## config.mk

```make
export PLATFORM = sky130hd
export DESIGN_NAME = traffic_light_monitor
export DESIGN_NICKNAME = d
export VERILOG_FILES = /design/src/rtl/traffic_pkg.sv /design/src/rtl/tl_dwell_counter.sv /design/src/rtl/traffic_light_monitor.sv
export SDC_FILE = /design/constraint.sdc
export NUM_CORES = 1
export LEC_CHECK = 0
export ABC_CLOCK_PERIOD_IN_PS = 4400
export CORE_ASPECT_RATIO = 0.8
export CORE_MARGIN = 3
export CORE_UTILIZATION = 55
export CTS_CLUSTER_DIAMETER = 100
export CTS_CLUSTER_SIZE = 24
export DETAILED_ROUTE_END_ITERATION = 7
export PLACE_DENSITY = 0.86
export SYNTH_ARGS = -nofsm -noshare
export SYNTH_HDL_FRONTEND = slang
export SYNTH_HIERARCHICAL = 1
export SYNTH_SLANG_ARGS = --single-unit
```

## constraint.sdc

```tcl
create_clock -name clk -period 4.4 [get_ports clk]
set_input_delay 0.88 -clock clk [delete_from_list [all_inputs] [get_ports clk]]
set_output_delay 0.88 -clock clk [all_outputs]
set_load 0.01 [all_outputs]
```

## src/rtl/traffic_pkg.sv

```systemverilog
// Shared types and helpers for the traffic-light sequence monitor.
// Light codes, monitor FSM encoding, and err_sticky bit positions.
package traffic_pkg;

    typedef enum logic [1:0] {
        RED   = 2'b00,
        GREEN = 2'b01,
        YEL   = 2'b10,
        ILL   = 2'b11
    } light_t;

    // Low two bits match the light code so state_o is a plain slice; bit 2 marks SYNC.
    typedef enum logic [2:0] {
        ST_RED   = 3'b000,
        ST_GREEN = 3'b001,
        ST_YEL   = 3'b010,
        ST_SYNC  = 3'b100
    } mon_state_t;

    localparam int ERR_W     = 4;
    localparam int ERR_CODE  = 0;
    localparam int ERR_SEQ   = 1;
    localparam int ERR_SHORT = 2;
    localparam int ERR_LONG  = 3;

    function automatic light_t next_light(input light_t cur);
        case (cur)
            RED:     next_light = GREEN;
            GREEN:   next_light = YEL;
            default: next_light = RED;
        endcase
    endfunction

endpackage

```

## src/rtl/tl_dwell_counter.sv

```systemverilog
// Saturating dwell counter: clear, load-to-1 and increment, with an at-MAX_DWELL
// compare on the current count.
module tl_dwell_counter #(
    parameter int CNT_W     = 8,
    parameter int MAX_DWELL = 200
) (
    input  logic             clk,
    input  logic             reset_n,
    input  logic             clr_i,
    input  logic             load_i,
    input  logic             inc_i,
    output logic [CNT_W-1:0] cnt_o,
    output logic             at_max_o
);

    localparam logic [CNT_W-1:0] CNT_SAT = '1;
    localparam logic [CNT_W-1:0] MAX_VAL = CNT_W'(MAX_DWELL);

    logic [CNT_W-1:0] cnt_q, cnt_d;

    always_comb begin
        cnt_d = cnt_q;
        if (clr_i) begin
            cnt_d = '0;
        end else if (load_i) begin
            cnt_d = CNT_W'(1);
        end else if (inc_i && (cnt_q != CNT_SAT)) begin
            cnt_d = cnt_q + 1'b1;
        end
    end

    always_ff @(posedge clk or negedge reset_n) begin
        if (!reset_n) begin
            cnt_q <= '0;
        end else begin
            cnt_q <= cnt_d;
        end
    end

    assign cnt_o    = cnt_q;
    assign at_max_o = (cnt_q == MAX_VAL);

endmodule

```

## src/rtl/traffic_light_monitor.sv

```systemverilog
// Runtime safety monitor for the 2-bit traffic-light code bus: locks onto
// Red->Green->Yellow->Red, measures phase dwell and reports sequencing errors.
module traffic_light_monitor
    import traffic_pkg::*;
#(
    parameter int MIN_DWELL = 1,
    parameter int MAX_DWELL = 200,
    parameter int CNT_W     = 8,
    parameter int ERR_CNT_W = 8
) (
    input  logic                 clk,
    input  logic                 reset_n,
    input  logic [1:0]           light_in,
    input  logic                 light_valid,
    input  logic                 clear,
    output logic                 locked,
    output logic [1:0]           state_o,
    output logic [CNT_W-1:0]     dwell_o,
    output logic                 phase_done,
    output logic                 err_code,
    output logic                 err_seq,
    output logic                 err_short,
    output logic                 err_long,
    output logic [ERR_W-1:0]     err_sticky,
    output logic [ERR_CNT_W-1:0] err_count
);

    localparam logic [ERR_CNT_W-1:0] ERR_CNT_SAT = '1;

    mon_state_t           state_q, state_d;
    logic                 phase_done_q, phase_done_d;
    logic [ERR_W-1:0]     err_q, err_d;
    logic [ERR_W-1:0]     sticky_q, sticky_d;
    logic [ERR_CNT_W-1:0] count_q, count_d, count_base;
    logic                 cnt_clr, cnt_load, cnt_inc, at_max;
    light_t               code, cur_light;

    tl_dwell_counter #(
        .CNT_W     (CNT_W),
        .MAX_DWELL (MAX_DWELL)
    ) u_dwell (
        .clk      (clk),
        .reset_n  (reset_n),
        .clr_i    (cnt_clr),
        .load_i   (cnt_load),
        .inc_i    (cnt_inc),
        .cnt_o    (dwell_o),
        .at_max_o (at_max)
    );

    assign code      = light_t'(light_in);
    assign cur_light = light_t'(state_q[1:0]);

    // NOTE: every output of this block gets a default first, so no path can infer a latch.
    always_comb begin
        state_d      = state_q;
        phase_done_d = 1'b0;
        err_d        = '0;
        cnt_clr      = 1'b0;
        cnt_load     = 1'b0;
        cnt_inc      = 1'b0;

        if (light_valid) begin
            if (state_q == ST_SYNC) begin
                if (code == ILL) begin
                    err_d[ERR_CODE] = 1'b1;
                end else if (code == RED) begin
                    state_d  = ST_RED;
                    cnt_load = 1'b1;
                end
            end else if (code == ILL) begin
                err_d[ERR_CODE] = 1'b1;
                state_d         = ST_SYNC;
                cnt_clr         = 1'b1;
            end else if (code == cur_light) begin
                cnt_inc         = 1'b1;
                err_d[ERR_LONG] = at_max;
            end else if (code == next_light(cur_light)) begin
                state_d          = mon_state_t'({1'b0, code});
                cnt_load         = 1'b1;
                phase_done_d     = 1'b1;
                err_d[ERR_SHORT] = (dwell_o < CNT_W'(MIN_DWELL));
            end else begin
                // A stray RED is itself a valid lock point, so re-enter RED directly.
                err_d[ERR_SEQ] = 1'b1;
                if (code == RED) begin
                    state_d  = ST_RED;
                    cnt_load = 1'b1;
                end else begin
                    state_d = ST_SYNC;
                    cnt_clr = 1'b1;
                end
            end
        end

        sticky_d   = (clear ? '0 : sticky_q) | err_d;
        count_base = clear ? '0 : count_q;
        count_d    = count_base;
        if ((|err_d) && (count_base != ERR_CNT_SAT)) begin
            count_d = count_base + 1'b1;
        end
    end

    // NOTE: sequential state uses non-blocking assignments so all flops update together.
    always_ff @(posedge clk or negedge reset_n) begin
        if (!reset_n) begin
            state_q      <= ST_SYNC;
            phase_done_q <= 1'b0;
            err_q        <= '0;
            sticky_q     <= '0;
            count_q      <= '0;
        end else begin
            state_q      <= state_d;
            phase_done_q <= phase_done_d;
            err_q        <= err_d;
            sticky_q     <= sticky_d;
            count_q      <= count_d;
        end
    end

    assign locked     = (state_q != ST_SYNC);
    assign state_o    = state_q[1:0];
    assign phase_done = phase_done_q;
    assign err_code   = err_q[ERR_CODE];
    assign err_seq    = err_q[ERR_SEQ];
    assign err_short  = err_q[ERR_SHORT];
    assign err_long   = err_q[ERR_LONG];
    assign err_sticky = sticky_q;
    assign err_count  = count_q;

endmodule

```

==> results.md <==
* Reg2reg start: state_q[0]
* Cell family with most CP delay: compound AO/OA/AOI/OAI gates
* Area leader, netlist: dfrtp_1
* Initial DRT Pass Iterations at 4
* Initial antenna violation count at 0
* Critical Path AT at 3600 ps
* Final setup fails at 0
* Core area at 0.00287 mm2
* Synth Register Bits at 28
* Synth Flop Type: dfrtp_1
* Area Growth Syn to Fin at 23.0%
* Synth top cells by count: 27 x dfrtp_1, 15 x nor2_1, 13 x nand2_1
* Synthesized area at 0.00171 mm2
* Hold path cells at 1
* Reg clk slew, reported paths at 90 ps
* Crit path launch type: input pin
* Final net count at 216
* Tightest Pin Transition at 616 ps
* Setup TNS at 0 ps
* 1st-iter DRT viols at 89
* Via/cell ratio at 6.09
* Max-slew violations at 0
* Drt wl/cell at 15.4 um
* Std cell rows at 17
* Clk_lat worst skew at 270 ps
* Post-synth EDFFs at 0
* Residual DRC count at 0
* CP required at 4550 ps
* Total gr overflow at 0
* Die Y at 55.9 um
* Vias in the first global route at 1,402
* Final Skew at 6.87 ps
* RSZ-0062 raised after global routing: false
* CTS Hold Buffers Added at 0
* Die W at 68.3 um
* Worst Hold Path EP: err_sticky[0]
* Hold Crit Start: err_sticky[0]
* Crit path time final at 3450 ps
* Total setup buffers inserted after CTS at 0
* Avg Cell Area, Syn at 9.55 um2
* Pwr dens at 341 mW/mm2
* Final Hold Vio Count at 0
* CP max-delay cell: clkdlybuf4s50_1
* WP depth at 7
* Worst r2r dst: u_dwell/cnt_o[7]
* Area contributors post-synth: dfrtp_1 40%, nor2_1 3.3%, nand2_1 2.9%
* Hpwl dp at 2700 um
* Resize count post-CTS at 0
* Ant diodes at 0
* Largest net degree at the start of global routing at 29
* DR vias at 1,485
* Placer Congestion at 0.912
* Count leader, synth: dfrtp_1
* CP max FO at 16
* Min-Delay Path Class: flop to flop
* Layout cells sized above 1 at 9.71%
* CTS tree: yes
* Die area at 0.00382 mm2
* Num ports at 34
* Critical path class: input pin to flop
* Ratio of final minimum period to clock period at 78.4%
* CTS buffer count at 3
* Non-filler cells, final at 244
* Initial Util at 59.5%
* Count of clock tree sinks at 28
* Root buf cell: clkbuf_8
* Synth cell types at 62
* Max clock buf depth at 2
* Syn Inst Count at 179
* Net Count, Synth at 188
* H-tree depth at 1
* Slowest stage delay, CP at 630 ps
* Top-area cell type share of the netlist area at 39.5%
* Relative slew slack at 58.9%
* Reg2Reg Depth at 6
* Buf/Inv on CP at 1
* VDD IR max at 0.211 mV
* Worst setup EP type: flop
* First-pass GRT wire length at 6390 um
* Maxcap violations at 0
* FMAX at 290 MHz
* Dpl cells at 240
* Sequential area share after synthesis at 41.1%
* Total track usage at 21.1%
* Crit path cell chain: clkdlybuf4s50_1 -> or3_1 -> a211o_1 -> a21oi_1 -> nand4_2 -> a2111oi_0 -> nor3b_1
* Yosys Warn Count at 6
* Total Routed Length at 3750 um
* Post-synth ARST share at 100%
* Port bufs at 33
* Leakage at 0.916 nW
* Status: finished, final reports clean
* R2R setup slack at 1660 ps
* Post-route ant nets at 0
[cells by family after synthesis]
logic type | Yosys count | synth area share (%)
and+or+nand+nor | 79 | 28.0
adders and majority gates | 3 | 2.20
muxes | 3 | 1.83
buffers and inverters | 19 | 5.49
DFF | 28 | 41.1
AOI/OAI and AO/OA | 42 | 18.8
xor gates and xnor gates | 5 | 2.56
[power by group]
group	internal (mW)	total, mW	switching (mW)
Combinational	0.0969	0.193	0.0962
Sequential	0.283	0.326	0.0431
Clock	0.122	0.197	0.0758
Total	0.502	0.717	0.215
[layout make-up]
type / count / area (um2)
multi-input cells: 132 / 913
flip-flops and latches: 28 / 702
fillers: 219 / 769
inverters: 8 / 30.0
clock buffers: 3 / 41.3
repair buffers: 34 / 338
well taps: 38 / 47.5
clock inverters: 1 / 30.0
[routing by layer]
layer	global-route usage, %	wire, um	share of wire (%)	vias to the layer above
li1	-	-	-	711
met1	30.9	1730	46	702
met2	32.0	1720	46	66
met3	4.44	272	7.3	6
met4	4.53	30	0.80	0
met5	0	0	0	-
[cell usage in the layout, fill, tap and decap left out, types with 5 or more instances in the layout]
cell	instances
nand3_1	6
a21oi_1	7
nor2_1	15
inv_1	7
a21o_1	6
clkdlybuf4s50_1	33
nand2_1	13
nor3_1	6
nor2b_1	5
dfrtp_1	27
[state kept, by name, indices dropped and copies added (netlist names)]
name           flops
err_count          8
u_dwell/cnt_o      8
err_q              4
err_sticky         4
state_q            3
phase_done         1
[stage by stage]
step	setup slack (ps)	utilization, %	hold slack, ps	area [um2]	total power [mW]
floorplan	1860	-	520	1710	0.443
global placement	898	70.7	460	2030	0.516
detailed placement	752	70.7	475	2030	0.524
CTS	1020	73.2	495	2100	0.722
global route	774	73.2	523	2100	0.764
finish	950	73.2	495	2100	0.717
[worst register-to-register path, delay by kind of cell (launching register included)]
| kind | cells | cell delay, ps |
|---|---|---|
| flops | 1 | 550 |
| simple gates | 3 | 780 |
| compound gates | 3 | 1290 |
[how the worst max path moves through the flow]
stage                startpoint          endpoint  slack [ps]
floorplan           light_in[0]  u_dwell/cnt_o[7]        1860
global placement    light_in[0]  u_dwell/cnt_o[7]         900
detailed placement  light_in[0]  u_dwell/cnt_o[7]         750
CTS                 light_in[0]  u_dwell/cnt_o[7]        1020
global route        light_in[0]  u_dwell/cnt_o[7]         770
finish              light_in[0]  u_dwell/cnt_o[7]         950
Power figures use the tool's default switching activity.
